## src/rtl/mod16_up_counter_if.sv

```systemverilog
// Control and status bundle for mod16_up_counter.
// The master drives clr/en/load/load_val. The slave (the counter) returns cnt/tc/wrap/load_err.
interface mod16_up_counter_if #(
  parameter int WIDTH = 4
);
  logic             clr;
  logic             en;
  logic             load;
  logic [WIDTH-1:0] load_val;
  logic [WIDTH-1:0] cnt;
  logic             tc;
  logic             wrap;
  logic             load_err;

  modport master (
    output clr, en, load, load_val,
    input  cnt, tc, wrap, load_err
  );

  modport slave (
    input  clr, en, load, load_val,
    output cnt, tc, wrap, load_err
  );
endinterface

```

## src/rtl/mod16_up_counter.sv

```systemverilog
// Synchronous modulo-N up-counter with prescaler, parallel load and registered wrap/load_err pulses.
// Latency: PRESCALE enabled edges per count step. No backpressure. UPCNT_SATURATE_EN makes it hold at MODULUS-1.
module mod16_up_counter #(
  parameter int WIDTH    = 4,
  parameter int MODULUS  = 16,
  parameter int PRESCALE = 1
) (
  input  logic               clk,
  input  logic               rst,
  mod16_up_counter_if.slave  bus
);
  localparam int                PW      = $clog2(PRESCALE) + 1;
  localparam logic [PW-1:0]     PRE_MAX = PW'(PRESCALE - 1);
  localparam logic [WIDTH-1:0]  CNT_MAX = WIDTH'(MODULUS - 1);
  localparam logic [WIDTH:0]    MOD_EXT = (WIDTH + 1)'(MODULUS);

  logic [WIDTH-1:0] cnt_q, cnt_d;
  logic [PW-1:0]    pre_q, pre_d;
  logic             wrap_q, wrap_d;
  logic             err_q, err_d;
  logic             tick;
  logic             load_ok;

  assign tick    = bus.en && (pre_q == PRE_MAX);
  // One extra bit so MODULUS == 2**WIDTH makes every load_val legal.
  assign load_ok = ({1'b0, bus.load_val} < MOD_EXT);

  always_comb begin
    cnt_d  = cnt_q;
    pre_d  = pre_q;
    wrap_d = 1'b0;
    err_d  = 1'b0;
    if (bus.clr) begin
      cnt_d = '0;
      pre_d = '0;
    end else if (bus.load) begin
      pre_d = '0;
      if (load_ok) begin
        cnt_d = bus.load_val;
      end else begin
        cnt_d = CNT_MAX;
        err_d = 1'b1;
      end
    end else if (bus.en) begin
      if (tick) begin
        pre_d = '0;
        if (cnt_q == CNT_MAX) begin
`ifdef UPCNT_SATURATE_EN
          cnt_d = CNT_MAX;
`else
          cnt_d  = '0;
          wrap_d = 1'b1;
`endif
        end else begin
          cnt_d = cnt_q + WIDTH'(1);
        end
      end else begin
        pre_d = pre_q + PW'(1);
      end
    end
  end

  always_ff @(posedge clk or posedge rst) begin
    if (rst) begin
      cnt_q  <= '0;
      pre_q  <= '0;
      wrap_q <= 1'b0;
      err_q  <= 1'b0;
    end else begin
      cnt_q  <= cnt_d;
      pre_q  <= pre_d;
      wrap_q <= wrap_d;
      err_q  <= err_d;
    end
  end

  assign bus.cnt      = cnt_q;
  assign bus.tc       = (cnt_q == CNT_MAX);
  assign bus.wrap     = wrap_q;
  assign bus.load_err = err_q;
endmodule

```

## src/flat_wrapper.sv

```systemverilog
// flat-port wrapper written by rule: the top's interface ports become plain ports
module mod16_up_counter_flat 
#(
  parameter int WIDTH    = 4,
  parameter int MODULUS  = 16,
  parameter int PRESCALE = 1
)
  (clk, rst, bus_clr, bus_en, bus_load, bus_load_val, bus_cnt, bus_tc, bus_wrap, bus_load_err);
  mod16_up_counter_if #(.WIDTH(WIDTH)) bus_i ();
  input  logic clk;
  input  logic rst;
  input wire logic [$bits(bus_i.clr)-1:0] bus_clr;
  input wire logic [$bits(bus_i.en)-1:0] bus_en;
  input wire logic [$bits(bus_i.load)-1:0] bus_load;
  input wire logic [$bits(bus_i.load_val)-1:0] bus_load_val;
  output wire logic [$bits(bus_i.cnt)-1:0] bus_cnt;
  output wire logic [$bits(bus_i.tc)-1:0] bus_tc;
  output wire logic [$bits(bus_i.wrap)-1:0] bus_wrap;
  output wire logic [$bits(bus_i.load_err)-1:0] bus_load_err;
  assign bus_i.clr = bus_clr;
  assign bus_i.en = bus_en;
  assign bus_i.load = bus_load;
  assign bus_i.load_val = bus_load_val;
  assign bus_cnt = bus_i.cnt;
  assign bus_tc = bus_i.tc;
  assign bus_wrap = bus_i.wrap;
  assign bus_load_err = bus_i.load_err;
  mod16_up_counter #(.WIDTH(WIDTH), .MODULUS(MODULUS), .PRESCALE(PRESCALE)) u_core (.clk(clk), .rst(rst), .bus(bus_i));
endmodule
```

## config.mk

```make
export PLATFORM = sky130hd
export DESIGN_NAME = mod16_up_counter_flat
export DESIGN_NICKNAME = d
export VERILOG_FILES = /design/src/rtl/mod16_up_counter_if.sv /design/src/rtl/mod16_up_counter.sv /design/src/flat_wrapper.sv
export SDC_FILE = /design/constraint.sdc
export NUM_CORES = 1
export LEC_CHECK = 0
export BUFFER_PORTS_ARGS = -buffer_cell sky130_fd_sc_hd__buf_2
export CAP_MARGIN = 10
export CORE_AREA = 2 2 39 41
export DETAILED_ROUTE_END_ITERATION = 16
export DIE_AREA = 0 0 41 43
export PLACE_DENSITY_LB_ADDON = 0.05
export RECOVER_POWER = 100
export REMOVE_ABC_BUFFERS = 1
export SLEW_MARGIN = 20
export SYNTH_ARGS = -nofsm -noshare
export SYNTH_HDL_FRONTEND = slang
export SYNTH_SLANG_ARGS = --single-unit
```

## constraint.sdc

```tcl
create_clock -name clk -period 3.5 [get_ports clk]
set_clock_uncertainty 0.15 [all_clocks]
set_input_delay 0.7 -clock clk [delete_from_list [all_inputs] [get_ports clk]]
set_output_delay 0.7 -clock clk [all_outputs]
set_load 0.1 [all_outputs]
```

==> results.cfg <==
[setup_path]
cp_max_fo = 6
r2r-start = u_core.pre_q
critPathRequiredTime_ns = 2.65
critPathCaptureType = output pin
r2r_cells = 4
start_kind = flop
rrSetupSlack_ns = 1.90
timing.rr.end = u_core.bus.cnt[2]
crit_type = reg -> out
critPathArrivalTime_ns = 1.92

[floorplanning]
rows = 14
fp.dieH_um = 43
start_util_pct = 28.66
io_pins = 16
die_area_um2 = 1763
core_um2 = 1384
die_w_um = 41

[finish]
drive_above_1_share_pct = 21.82
n_antenna_cell = 0
final_nets = 67
area_growth_pct = 16.72

[synthesis]
syn_inst = 41
syn_area_um2 = 396.6
synth_seq_area_share_pct = 37.85
yosys_warnings = 0
synth_top_area_share_pct = 37.85
ys_ff_latch = 6
yosysUniqueCellTypes = 23
synth_area_leaders = dfrtp_1, nand2_1, nor3b_4, nor4b_1, a21oi_1
yosysTopAreaCell = dfrtp_1
synth_area_per_cell_um2 = 9.674

[route]
num_vias = 348
detail-route-antenna-nets = 0
first_iter_violations = 3
drc_errors = 0
vias_per_cell = 4.901
wirelength_um = 897
dr.pass1.iters = 2
routedWlPerCell_um = 12.63

[outcome]
outcome = finished, final reports clean

[timing]
relSlewSlack_pct = 22.46
fin_setup_tns_ns = 0
fmax_mhz = 361.3
post-route-min-period_ns = 2.768
tightest_slew_ns = 1.168
maxSlewViolCount = 0
finalSetupViolCount = 0
setup_slack_ns = 0.7323
rsz0062_at_grt = no
hold_viol = 0
min_period_over_period_pct = 79.08

[grt]
grt_pass1_vias = 380
grt_overflow = 0
grtUsageTotal_pct = 13.60
antenna_found_initial = 0
grt_max_degree = 13
grt_pass1_wl_um = 1559

[clock_network]
cts_buffer_depth = 2
clkSlewWorstSetupHoldPaths_ns = 0.05
cts_tree = done
cts_hold_buf = 0
post-cts-setup-buffers = 0
cts_root_buf = clkbuf_4
cts_resized = 0
htreeDepth = 1
clk_latency_ns = 0.25
clkSinkCount = 6
cts_buffers = 3

[power]
ir_drop_mv = 0.1586
p_per_area_nw_per_um2 = 462.2
p_leak_nw = 0.2083

[worst_hold_path]
hold_class = in -> async

[placement]
port_buffers = 14
pre_cts_ws_ns = 1.439
gp_congestion = 0.8356
post-dp-hpwl_um = 692.9

[flow_run]
drv_cap = 0
placed cells by master, fill, tap and decap left out, types with 2 or more instances in the layout:
cell type  synthesis  layout
clkbuf_4           0       3
inv_1              3       3
dfrtp_1            6       6
buf_2              0       7
nor4b_1            2       2
nand2_1            6       6
o31ai_1            2       2
a21oi_1            3       3
nor2b_1            2       2
clkbuf_1           0       7
flip-flops by register name (all words and copies together), names as in the netlist:
register	count
u_core.bus.cnt	4
u_core.bus.wrap	1
u_core.pre_q	1
worst max-delay path by stage:
| stage | cells past startpoint | to | start |
|---|---|---|---|
| after floorplan | 2 | bus_tc | u_core.bus.cnt[0] |
| after global placement | 3 | bus_tc | u_core.bus.cnt[0] |
| after detailed placement | 3 | bus_tc | u_core.bus.cnt[0] |
| after CTS | 3 | bus_tc | u_core.bus.cnt[0] |
| after global routing | 3 | bus_tc | u_core.bus.cnt[0] |
| final | 3 | bus_tc | u_core.bus.cnt[0] |
logic make-up after synthesis:
group	share of synthesized area, %
AOI/OAI and AO/OA	15.14
adders and majority gates	3.154
buffers and inverters	9.462
DFF	37.85
muxes	2.524
other	0.9455
and+or+nand+nor	30.92
metrics by stage:
step | cell area [um2] | hold WS [ns] | instances | utilization (%) | power [W]
finish | 462.9 | 0.2221 | 71 | 33.45 | 0.0002140
floorplan | 370.4 | 0.3410 | 38 | - | 0.0001333
global route | 462.9 | 0.2288 | 71 | 33.45 | 0.0002260
detailed placement | 460.4 | 0.3976 | 68 | 33.27 | 0.0001519
CTS | 483.0 | 0.2180 | 71 | 34.90 | 0.0002205
global placement | 460.4 | 0.3855 | 68 | 33.27 | 0.0001504
worst max-delay path, stage by stage, from the launching register on:
cell and delay, ns:
dfrtp_1 0.42, ha_1 0.19, and3_1 0.19, clkbuf_1 0.87
per-layer routing:
layer  track usage [%]  part of all wire (%)  up-vias
met5                 0                     0        -
met4             8.000                   2.2        0
met3             5.236                   5.9        3
met2             20.63                    47       11
met1             15.26                    44      162
li1                  -                     -      172
power by group:
part	internal, W	switching, W	leakage (nW)	total (W)
clock network	0.0000390	0.0000275	0.0138	0.0000664
logic	0.0000134	0.0000541	0.115	0.0000676
registers	0.0000740	0.00000605	0.0798	0.0000800
synth_stat cells, drive strengths merged:
library cell,count
nor3,1
nor3b,1
o31ai,3
buf,3
nor2b,2
conb,1
mux2i,1
or3,1
inv,3
a2111oi,1
nand2b,1
nor4,1
and3,1
ha,1
nand3b,1
a21oi,3
dfrtp,6
nor4b,2
o31a,1
nand4,1
nand2,6
cell type report:
cell class,instances,area [um2]
multi-input cells,29,197.7
repair buffers,14,61.31
well taps,16,20.02
inverters,3,11.26
flip-flops and latches,6,150.1
fillers,164,920.9
clock buffers,3,22.52
Power figures use the tool's default switching activity.
